File: config.mk
export PLATFORM = sky130hd
export DESIGN_NAME = packet_splitter_flat
export DESIGN_NICKNAME = d
export VERILOG_FILES = /design/src/rtl/packet_splitter_if.sv /design/src/rtl/packet_splitter.sv /design/src/flat_wrapper.sv
export SDC_FILE = /design/constraint.sdc
export NUM_CORES = 1
export LEC_CHECK = 0
export BUFFER_PORTS_ARGS = -buffer_cell sky130_fd_sc_hd__clkbuf_2
export CORE_MARGIN = 2
export CORE_UTILIZATION = 59
export CTS_CLUSTER_DIAMETER = 100
export DETAILED_ROUTE_END_ITERATION = 16
export GPL_ROUTABILITY_DRIVEN = 0
export GPL_TIMING_DRIVEN = 0
export PLACE_DENSITY_LB_ADDON = 0.1
export SETUP_SLACK_MARGIN = 0.5
export SKIP_LAST_GASP = 1
export SLEW_MARGIN = 0
export SYNTH_ARGS = -nofsm -noshare
export SYNTH_HDL_FRONTEND = slang
export SYNTH_SLANG_ARGS = --single-unit
File: constraint.sdc
create_clock -name clk -period 2.9 [get_ports clk]
set_input_delay 0.58 -clock clk [delete_from_list [all_inputs] [get_ports clk]]
set_output_delay 0.58 -clock clk [all_outputs]
set_load 0.02 [all_outputs]
File: src/rtl/packet_splitter_if.sv
// -----------------------------------------------------------------------------
// packet_splitter_if
//   Bundles the packet-side and flit-side handshakes of packet_splitter.
//   slave  : the splitter's view (accepts packets, drives flits)
//   master : the environment's view (core offering packets, NoC sinking flits)
// Signals
//   pkt_valid/pkt_ready     packet handshake
//   pkt_data                PAYLOAD-bit packet payload
//   node_start/node_dest    routing fields, NODE_W bits each
//   packet_id_in/_out       caller-supplied id / id actually assigned on accept
//   flit_valid/flit_ready   flit handshake
//   flit_out                {valid_bit, node_dest, data, packet_id, node_start, byte_index}
// -----------------------------------------------------------------------------
interface packet_splitter_if #(
    parameter int NODE_COUNT      = 8,
    parameter int PACKET_ID_WIDTH = 5,
    parameter int PAYLOAD         = 32,
    parameter int FLIT_PAYLOAD    = 8
);
    localparam int NODE_W     = $clog2(NODE_COUNT);
    localparam int ID_W       = PACKET_ID_WIDTH;
    localparam int FLIT_COUNT = (PAYLOAD + FLIT_PAYLOAD - 1) / FLIT_PAYLOAD;
    localparam int IDX_W      = (FLIT_COUNT > 1) ? $clog2(FLIT_COUNT) : 1;
    localparam int FLIT_WIDTH = 1 + NODE_W + FLIT_PAYLOAD + ID_W + NODE_W + IDX_W;

    logic                  pkt_valid;
    logic                  pkt_ready;
    logic [PAYLOAD-1:0]    pkt_data;
    logic [NODE_W-1:0]     node_start;
    logic [NODE_W-1:0]     node_dest;
    logic [ID_W-1:0]       packet_id_in;
    logic [ID_W-1:0]       packet_id_out;
    logic                  flit_valid;
    logic                  flit_ready;
    logic [FLIT_WIDTH-1:0] flit_out;

    modport slave (
        input  pkt_valid, pkt_data, node_start, node_dest, packet_id_in, flit_ready,
        output pkt_ready, packet_id_out, flit_valid, flit_out
    );

    modport master (
        output pkt_valid, pkt_data, node_start, node_dest, packet_id_in, flit_ready,
        input  pkt_ready, packet_id_out, flit_valid, flit_out
    );
endinterface

File: src/rtl/packet_splitter.sv
// -----------------------------------------------------------------------------
// packet_splitter
//   Queues up to QUEUE_DEPTH whole packets and serialises each into FLIT_COUNT
//   flits (MSB slice first), one per cycle, onto a NoC injection port.
// Ports
//   clk    clock
//   rst_n  async active-low reset
//   ce     clock enable; low freezes all state and handshakes
//   busy   queue non-empty or flit in flight
//   bus    packet_splitter_if.slave (packet in, flit out)
// Configuration
//   SPLITTER_AUTO_ID_EN  defined: ids come from an internal wrapping counter
//                        undefined: ids pass through from packet_id_in
// -----------------------------------------------------------------------------
module packet_splitter #(
    parameter int NODE_COUNT      = 8,
    parameter int PACKET_ID_WIDTH = 5,
    parameter int PAYLOAD         = 32,
    parameter int FLIT_PAYLOAD    = 8,
    parameter int QUEUE_DEPTH     = 4
) (
    input  logic                clk,
    input  logic                rst_n,
    input  logic                ce,
    output logic                busy,
    packet_splitter_if.slave    bus
);
    localparam int NODE_W     = $clog2(NODE_COUNT);
    localparam int ID_W       = PACKET_ID_WIDTH;
    localparam int FLIT_COUNT = (PAYLOAD + FLIT_PAYLOAD - 1) / FLIT_PAYLOAD;
    localparam int IDX_W      = (FLIT_COUNT > 1) ? $clog2(FLIT_COUNT) : 1;
    localparam int FLIT_W     = 1 + NODE_W + FLIT_PAYLOAD + ID_W + NODE_W + IDX_W;
    localparam int PAD_W      = FLIT_COUNT * FLIT_PAYLOAD;
    localparam int PTR_W      = $clog2(QUEUE_DEPTH);
    localparam int CNT_W      = PTR_W + 1;
    localparam logic [IDX_W-1:0] LAST_IDX = IDX_W'(FLIT_COUNT - 1);

    typedef enum logic {IDLE, SEND} state_t;

    // Packet queue storage. The head entry stays resident until its last flit
    // is sent, so flits are always sliced straight out of the queue.
    logic [PAYLOAD-1:0] pay_mem   [QUEUE_DEPTH];
    logic [NODE_W-1:0]  start_mem [QUEUE_DEPTH];
    logic [NODE_W-1:0]  dest_mem  [QUEUE_DEPTH];
    logic [ID_W-1:0]    id_mem    [QUEUE_DEPTH];

    logic [PTR_W-1:0]  wr_q, wr_d, rd_q, rd_d;
    logic [CNT_W-1:0]  cnt_q, cnt_d;
    state_t            state_q, state_d;
    logic [IDX_W-1:0]  idx_q, idx_d;
    logic              fv_q, fv_d;
    logic [FLIT_W-1:0] fo_q, fo_d;

    logic              full, push, pop, xfer;
    logic [ID_W-1:0]   acc_id;

    assign full = (cnt_q == CNT_W'(QUEUE_DEPTH));
    assign push = ce && bus.pkt_valid && !full;
    assign xfer = ce && fv_q && bus.flit_ready;

`ifdef SPLITTER_AUTO_ID_EN
    logic [ID_W-1:0] id_q;
    logic            unused_id_in;

    assign unused_id_in = ^bus.packet_id_in;
    assign acc_id       = id_q;

    always_ff @(posedge clk or negedge rst_n) begin
        if (!rst_n)    id_q <= '0;
        else if (push) id_q <= id_q + 1'b1;
    end
`else
    assign acc_id = bus.packet_id_in;
`endif

    always_ff @(posedge clk) begin
        if (push) begin
            pay_mem[wr_q]   <= bus.pkt_data;
            start_mem[wr_q] <= bus.node_start;
            dest_mem[wr_q]  <= bus.node_dest;
            id_mem[wr_q]    <= acc_id;
        end
    end

    // Build flit k of queue entry p; a short final slice is zero-padded low.
    function automatic logic [FLIT_W-1:0] make_flit(input logic [PTR_W-1:0] p,
                                                    input logic [IDX_W-1:0] k);
        logic [PAD_W-1:0]        padded;
        logic [FLIT_PAYLOAD-1:0] slice;
        padded                   = '0;
        padded[PAD_W-1 -: PAYLOAD] = pay_mem[p];
        slice = FLIT_PAYLOAD'(padded >> ((FLIT_COUNT - 1 - int'(k)) * FLIT_PAYLOAD));
        return {1'b1, dest_mem[p], slice, id_mem[p], start_mem[p], k};
    endfunction

    always_comb begin
        state_d = state_q;
        idx_d   = idx_q;
        fv_d    = fv_q;
        fo_d    = fo_q;
        rd_d    = rd_q;
        pop     = 1'b0;
        unique case (state_q)
            IDLE: begin
                if (ce && cnt_q != '0) begin
                    idx_d   = '0;
                    fv_d    = 1'b1;
                    fo_d    = make_flit(rd_q, '0);
                    state_d = SEND;
                end
            end
            SEND: begin
                if (xfer) begin
                    if (idx_q != LAST_IDX) begin
                        idx_d = idx_q + 1'b1;
                        fo_d  = make_flit(rd_q, idx_q + 1'b1);
                    end else begin
                        pop  = 1'b1;
                        rd_d = rd_q + 1'b1;
                        // Only entries already queued before this edge can chain
                        // without a bubble; a push landing now waits for IDLE.
                        if (cnt_q > CNT_W'(1)) begin
                            idx_d = '0;
                            fo_d  = make_flit(rd_q + 1'b1, '0);
                        end else begin
                            idx_d   = '0;
                            fv_d    = 1'b0;
                            fo_d    = '0;
                            state_d = IDLE;
                        end
                    end
                end
            end
            default: state_d = IDLE;
        endcase
    end

    always_comb begin
        wr_d  = push ? wr_q + 1'b1 : wr_q;
        cnt_d = cnt_q;
        unique case ({push, pop})
            2'b10:   cnt_d = cnt_q + 1'b1;
            2'b01:   cnt_d = cnt_q - 1'b1;
            default: cnt_d = cnt_q;
        endcase
    end

    always_ff @(posedge clk or negedge rst_n) begin
        if (!rst_n) begin
            wr_q    <= '0;
            rd_q    <= '0;
            cnt_q   <= '0;
            state_q <= IDLE;
            idx_q   <= '0;
            fv_q    <= 1'b0;
            fo_q    <= '0;
        end else begin
            wr_q    <= wr_d;
            rd_q    <= rd_d;
            cnt_q   <= cnt_d;
            state_q <= state_d;
            idx_q   <= idx_d;
            fv_q    <= fv_d;
            fo_q    <= fo_d;
        end
    end

    assign bus.pkt_ready     = !full;
    assign bus.packet_id_out = acc_id;
    assign bus.flit_valid    = fv_q;
    assign bus.flit_out      = fo_q;
    assign busy              = (cnt_q != '0) || fv_q;
endmodule

File: src/flat_wrapper.sv
// flat-port wrapper written by rule: the top's interface ports become plain ports
module packet_splitter_flat 
#(
    parameter int NODE_COUNT      = 8,
    parameter int PACKET_ID_WIDTH = 5,
    parameter int PAYLOAD         = 32,
    parameter int FLIT_PAYLOAD    = 8,
    parameter int QUEUE_DEPTH     = 4
)
  (clk, rst_n, ce, busy, bus_pkt_valid, bus_pkt_data, bus_node_start, bus_node_dest, bus_packet_id_in, bus_flit_ready, bus_pkt_ready, bus_packet_id_out, bus_flit_valid, bus_flit_out);
  packet_splitter_if #(.NODE_COUNT(NODE_COUNT), .PACKET_ID_WIDTH(PACKET_ID_WIDTH), .PAYLOAD(PAYLOAD), .FLIT_PAYLOAD(FLIT_PAYLOAD)) bus_i ();
  input  logic clk;
  input  logic rst_n;
  input  logic ce;
  output logic busy;
  input wire logic [$bits(bus_i.pkt_valid)-1:0] bus_pkt_valid;
  input wire logic [$bits(bus_i.pkt_data)-1:0] bus_pkt_data;
  input wire logic [$bits(bus_i.node_start)-1:0] bus_node_start;
  input wire logic [$bits(bus_i.node_dest)-1:0] bus_node_dest;
  input wire logic [$bits(bus_i.packet_id_in)-1:0] bus_packet_id_in;
  input wire logic [$bits(bus_i.flit_ready)-1:0] bus_flit_ready;
  output wire logic [$bits(bus_i.pkt_ready)-1:0] bus_pkt_ready;
  output wire logic [$bits(bus_i.packet_id_out)-1:0] bus_packet_id_out;
  output wire logic [$bits(bus_i.flit_valid)-1:0] bus_flit_valid;
  output wire logic [$bits(bus_i.flit_out)-1:0] bus_flit_out;
  assign bus_i.pkt_valid = bus_pkt_valid;
  assign bus_i.pkt_data = bus_pkt_data;
  assign bus_i.node_start = bus_node_start;
  assign bus_i.node_dest = bus_node_dest;
  assign bus_i.packet_id_in = bus_packet_id_in;
  assign bus_i.flit_ready = bus_flit_ready;
  assign bus_pkt_ready = bus_i.pkt_ready;
  assign bus_packet_id_out = bus_i.packet_id_out;
  assign bus_flit_valid = bus_i.flit_valid;
  assign bus_flit_out = bus_i.flit_out;
  packet_splitter #(.NODE_COUNT(NODE_COUNT), .PACKET_ID_WIDTH(PACKET_ID_WIDTH), .PAYLOAD(PAYLOAD), .FLIT_PAYLOAD(FLIT_PAYLOAD), .QUEUE_DEPTH(QUEUE_DEPTH)) u_core (.clk(clk), .rst_n(rst_n), .ce(ce), .busy(busy), .bus(bus_i));
endmodule
* Word level (Yosys, flattened, before mapping)
Memory sizes are Yosys's and may differ from the RTL's. Cells that the tools add are included.
Storage, ports and cells: register bits 33, bits in writable memories 172, input bits 48, output and inout port bits 30, word-level logic and storage cells 66, memories kept 4
Memories:
- u_core.pay_mem | depth 4, width 32, rd ports 2, clocked after memory_dff 0, write ports 1, line packet_splitter.sv:42 | logic [PAYLOAD-1:0] pay_mem [QUEUE_DEPTH];
- u_core.id_mem | depth 4, width 5, rd ports 2, clocked after memory_dff 0, write ports 1, line packet_splitter.sv:45 | logic [ID_W-1:0] id_mem [QUEUE_DEPTH];
- u_core.dest_mem | depth 4, width 3, rd ports 2, clocked after memory_dff 0, write ports 1, line packet_splitter.sv:44 | logic [NODE_W-1:0] dest_mem [QUEUE_DEPTH];
- u_core.start_mem | depth 4, width 3, rd ports 2, clocked after memory_dff 0, write ports 1, line packet_splitter.sv:43 | logic [NODE_W-1:0] start_mem [QUEUE_DEPTH];
Cells by class: add/subtract/negate cells 6, $lt $le $gt $ge 1, equality and inequality tests 8, shift operators 1, mux-type cells 25, bitwise operators 2, reductions and logical operators 12
Operators by type and width (number):
- 22-bit 2-to-1 mux | 4
- 22-bit case mux with 2 select lines | 1
- 32-bit by 32-bit right shift with 8-bit output | 1
- 1-bit 2-to-1 mux | 13
- 2-bit != test, second input constant | 4
- 2-bit by 1-bit adder with 2-bit output, second input constant | 3
- 2-bit 2-to-1 mux | 3
- 3-bit case mux with 2 select lines | 1
- 1-bit logical AND | 5
- 1-bit case mux with 2 select lines | 2
- 2-bit case mux with 2 select lines | 1
- 4-bit AND reduction | 1
- 3-bit by 1-bit adder with 3-bit output, second input constant | 1
- 3-bit == test, second input constant | 1
- 3-bit by 1-bit > comparator with 1-bit output, second input constant | 1
- 3-bit AND reduction | 1
- 3-bit nonzero test | 1
- 2-bit by 2-bit subtractor with 3-bit output, first input constant | 1
- 3-bit by 1-bit subtractor with 3-bit output, second input constant | 1
- 2-bit by 1-bit == test with 1-bit output, second input constant | 1
- 2-bit == test, second input constant | 1
- 2-bit by 1-bit != test with 1-bit output, second input constant | 1
- 1-bit NOT | 2
- 2-bit AND reduction | 1
- other kinds (3) | 3

* Depth between registers and ports, before layout
word-level depth 6, depth in mapped cells 10, gate-level depth less buffers 9

* Worst setup path after synthesis
No wires, ideal clock.
path kind register -> register, start point reg u_core.cnt_q[0], end point mem u_core.dest_mem[0][0] (netlist bit) (enable), setup time 405 ps, arrival 2310 ps, required time 2495 ps, path slack 185 ps, cell stages (with the launch flop) 7, buffers on the path 1, clock period less this slack 2715 ps, cells stage by stage dfrtp_1 inv_1 ha_1 nand2_1 and3_1 clkbuf_1 and2_1
Between the ends: word-level cells in the longest chain between the ends 5
RTL lines:
- start, declared | line packet_splitter.sv:48 | logic [CNT_W-1:0] cnt_q, cnt_d;
- start signal, assigned | line packet_splitter.sv:160 | cnt_q <= cnt_d;
- 3-bit == test | line packet_splitter.sv:57 | assign full = (cnt_q == CNT_W'(QUEUE_DEPTH));
- 1-bit logical NOT
- net bus_pkt_ready | line flat_wrapper.sv:22 | output wire logic [$bits(bus_i.pkt_ready)-1:0] bus_pkt_ready;
- 1-bit logical AND | line packet_splitter.sv:58 | assign push = ce && bus.pkt_valid && !full;
- 1-bit 2-to-1 mux | line packet_splitter.sv:77 | if (push) begin
- 1-bit 2-to-1 mux (not written as such) | line packet_splitter.sv:80 | dest_mem[wr_q] <= bus.node_dest;
- end, declared | line packet_splitter.sv:44
The timed path passes the listed nets, and every way through them passes these cells.

* Worst setup path after layout
start point reg u_core.cnt_q[1], end point out busy
Between the ends: word-level cells in the longest chain between the ends 2
RTL lines:
- 3-bit nonzero test | line packet_splitter.sv:172 | assign busy = (cnt_q != '0) || fv_q;
- 1-bit logical OR | line packet_splitter.sv:172
- end, declared | line flat_wrapper.sv:15 | output logic busy;
No other way between the ends.

==> flow_summary.ini <==
[logic_synthesis]
syn_inst = 539
synth_top_flop_cell = edfxtp_1
synth_warnings = 0
synth_edf_count = 172
yosys.cell_types.count = 44
synth-seq-cells = 203
yosys.area.top_type_share_pct = 59.3
synthArstFlopShare_pct = 15.3
synth.avg_cell_area_um2 = 16.2
synthTopCellsByArea = edfxtp_1, dfrtp_1, mux2i_1, mux4_2, ha_1
synthesis.area_um2 = 8710
synthesis.nets = 597
synth_top_cell_by_area = edfxtp_1
yosysSeqAreaShare_pct = 68.2

[pwr]
p_int_mw = 5.37
pwr_density_cell_nw_per_um2 = 689
leakage_nw = 3.53
p_total_mw = 6.94
p_clk_share_pct = 39.5
irDropWorstVdd_mv = 0.505
switchingPower_mw = 1.57
pwr-share-comb_pct = 8.8
switching_share_pct = 22.6
seqPwrFrac_pct = 51.7

[layout]
multi_input_area_um2 = 2470
nets = 699
nFillCells = 982
drive_above_1_share_pct = 26.5
regArea_um2 = 5940
syn2layout_area_growth_pct = 15.6
fin_cells = 841
n_antenna_cell = 0

[timing]
layout_min_cycle_time_ns = 2.33
fmax_ghz = 0.429
fin_hold_ws_ns = 0.213
fin_crit_sh_pct = 80.3
worst_pin_slew_ns = 0.994
finalClockSkew_ns = 0.0120
slew_headroom_pct = 33.5
hold_viol = 0
drv_slew = 0
grt_setup_unrepaired = yes
fin_setup_tns_ns = 0
setup_viol_count_final = 0

[detailed_routing]
drc = 0
drt_wl_total_um = 18900
viasPerCell = 6.21
dr.pass1.iters = 5
ant_nets = 0
vias = 5223
wl_per_cell_um = 22.5
drtIter0Drc = 475

[placement]
dp_hpwl_um = 11700
numPortBuffers = 77
dp.cells = 800

[setup_path]
max_stage_delay_ns = 0.41
critPathMaxFanout = 4
slowest_stage = dfrtp_1
arrival_ns = 1.75
cp.required_ns = 2.32
worst-setup-path-type = reg2out
cp_num_buf_inv = 2
critPathTopFamily = flip-flops
start_kind = register
path_cells = inv_1 > ha_1 > nand2b_1 > or2_2 > clkbuf_2
endpoint_kind = output pin

[run_status]
status = finished, final reports clean

[clock_tree]
clk_pin_slew_worst_paths_ns = 0.06
worstSkewPairLatency_ns = 0.50
cts.sinks = 203
clock-root-buffer = clkbuf_16
hold_buffers = 0
htreeDepth = 1
clockBufferDepth = 3
cts_tree = yes
cts_buffers = 22

[die]
fp.dieH_um = 126
die_area_um2 = 15800
chipWidth_um = 126
core_um2 = 14500
rows = 44
ios = 78
start_util_pct = 60.2

[global_route]
antenna_found_initial = 0
first_global_vias = 5225
grt.overflow.total = 0
grt_usage_pct = 24.1
grt_max_degree = 44
grt_pass1_wl_um = 29200

[flow_run]
drv_cap = 0

[min_path]
hp-class = in2async
==> worst paths after layout <==
| kind | start | endpoint | slack, ns | cells past startpoint |
|---|---|---|---|---|
| worst max-delay path | u_core.cnt_q[1]$_DFFE_PN0P_ | busy | 0.57 | 5 |
| worst min-delay path | rst_n | u_core.bus.flit_out[3]$_DFFE_PN0P_ | 0.21 | 1 |
| worst max register to register | u_core.cnt_q[1]$_DFFE_PN0P_ | u_core.pay_mem[3][10]$_DFFE_PP_ | 0.58 | 6 |
| worst min register to register | u_core.bus.flit_out[21]$_DFFE_PN0P_ | u_core.bus.flit_out[21]$_DFFE_PN0P_ | 0.50 | 1 |
| max in group asynchronous | rst_n | u_core.cnt_q[0]$_DFFE_PN0P_ | 2.07 | 1 |
| min in group clk | bus_pkt_data[19] | u_core.pay_mem[0][19]$_DFFE_PP_ | 0.30 | 1 |
==> layout by cell type, fill, tap and decap left out, types with 2 or more instances in the layout <==
cell / netlist / routed
inv_1: 7 / 7
nand3_1: 8 / 8
and2_4: 0 / 4
o22ai_1: 20 / 20
clkbuf_1: 10 / 12
clkbuf_16: 0 / 23
nor2_1: 33 / 33
o21ba_2: 2 / 2
edfxtp_1: 172 / 172
o21ai_0: 8 / 8
mux2i_1: 72 / 72
a311oi_1: 8 / 8
a31oi_1: 9 / 9
bufinv_16: 0 / 2
nand4_1: 2 / 2
clkinv_1: 0 / 4
clkbuf_8: 0 / 2
a22oi_1: 10 / 10
buf_2: 6 / 6
mux4_2: 22 / 22
or2_2: 3 / 3
a221oi_1: 11 / 11
nor2b_1: 2 / 2
buf_12: 2 / 2
nand2b_1: 10 / 10
a21oi_1: 9 / 9
xnor2_1: 5 / 5
dfrtp_1: 31 / 30
buf_6: 10 / 10
nand2_1: 27 / 27
buf_4: 9 / 10
ha_1: 10 / 10
clkinv_2: 0 / 6
clkbuf_2: 0 / 77
==> layer usage <==
metal / vias up / share of wire (%) / global-route usage (%) / wire length [um]
met5: - / 0 / 0 / 0
met3: 33 / 6.5 / 4.07 / 1230
met4: 0 / 2.1 / 6.47 / 395
met1: 2649 / 42 / 33.9 / 7980
li1: 2324 / - / - / -
met2: 217 / 49 / 39.8 / 9310
==> worst reg2reg max path, cell delays in order (launching register included) <==
cell	delay [ns]
dfrtp_1	0.39
inv_1	0.10
ha_1	0.20
nand2_1	0.09
and3_1	0.16
clkbuf_1	0.29
and2_4	0.67
==> stage by stage <==
step | worst slack (ns) | utilization, % | area [um2]
after floorplan | 0.639 | - | 8720
after global placement | 0.229 | 64.5 | 9330
after detailed placement | 0.193 | 64.5 | 9330
after CTS | 0.156 | 69.5 | 10100
after global routing | 0.413 | 69.6 | 10100
final | 0.571 | 69.6 | 10100
==> power by group through the flow <==
stage | registers, mW | logic [mW] | clock network [mW]
6_report | 3.59 | 0.609 | 2.74
2_1_floorplan | 3.61 | 0.378 | 0
5_1_grt | 3.61 | 0.677 | 2.89
4_1_cts | 3.59 | 0.594 | 2.79
3_5_place_dp | 3.65 | 0.590 | 0
3_3_place_gp | 3.63 | 0.562 | 0
==> sequential cells by signal, indices dropped and copies added (netlist names) <==
register / count
u_core.pay_mem: 128
u_core.id_mem: 20
u_core.dest_mem: 12
u_core.bus.flit_valid: 1
u_core.bus.flit_out: 22
u_core.start_mem: 12
u_core.rd_q: 2
u_core.cnt_q: 3
u_core.wr_q: 2
u_core.state_q: 1
==> cell type report <==
cell class,instances,share of cell area [%]
flip-flops and latches,203,59.0
plain buffers,38,2.89
clock buffers,27,6.06
well taps,184,2.29
inverters,7,0.261
multi-input cells,291,24.5
clock inverters,13,1.12
repair buffers,78,3.90
==> synthesized netlist by cell type (2+ instances only) <==
cell type,n
a22oi_1,10
o22ai_1,20
buf_4,9
nor2b_1,2
mux4_2,22
nand3_1,8
a31oi_1,9
and2_1,5
a21oi_1,9
buf_12,2
dfrtp_1,31
clkbuf_1,10
o21ai_0,8
buf_6,10
or2_2,3
o21ba_2,2
nor2_1,33
buf_2,6
xnor2_1,5
inv_1,7
a311oi_1,8
edfxtp_1,172
nand2_1,27
ha_1,10
nand4_1,2
nand2b_1,10
mux2i_1,72
a221oi_1,11
==> kinds of logic (layout without fill, tap and decap cells) <==
kind of cell	Yosys count	after routing	share of synthesized area, %
adder cells (fa/ha/maj)	10	10	1.44
XOR/XNOR	6	6	0.603
buffers and inverters	45	163	3.65
flip-flops	203	203	68.2
multiplexers	95	95	14.2
AND/OR/NAND/NOR	98	98	5.37
AO/OA/AOI/OAI	82	82	6.53
==> repair_timing <==
action / 4_1_cts / 5_1_grt
pin swaps: 0 / 2
endpoints found under the setup margin: 172 / 178
buffers inserted: 0 / 1
gates resized for setup: 0 / 6
Note: power is estimated with default switching activity, not from simulation.
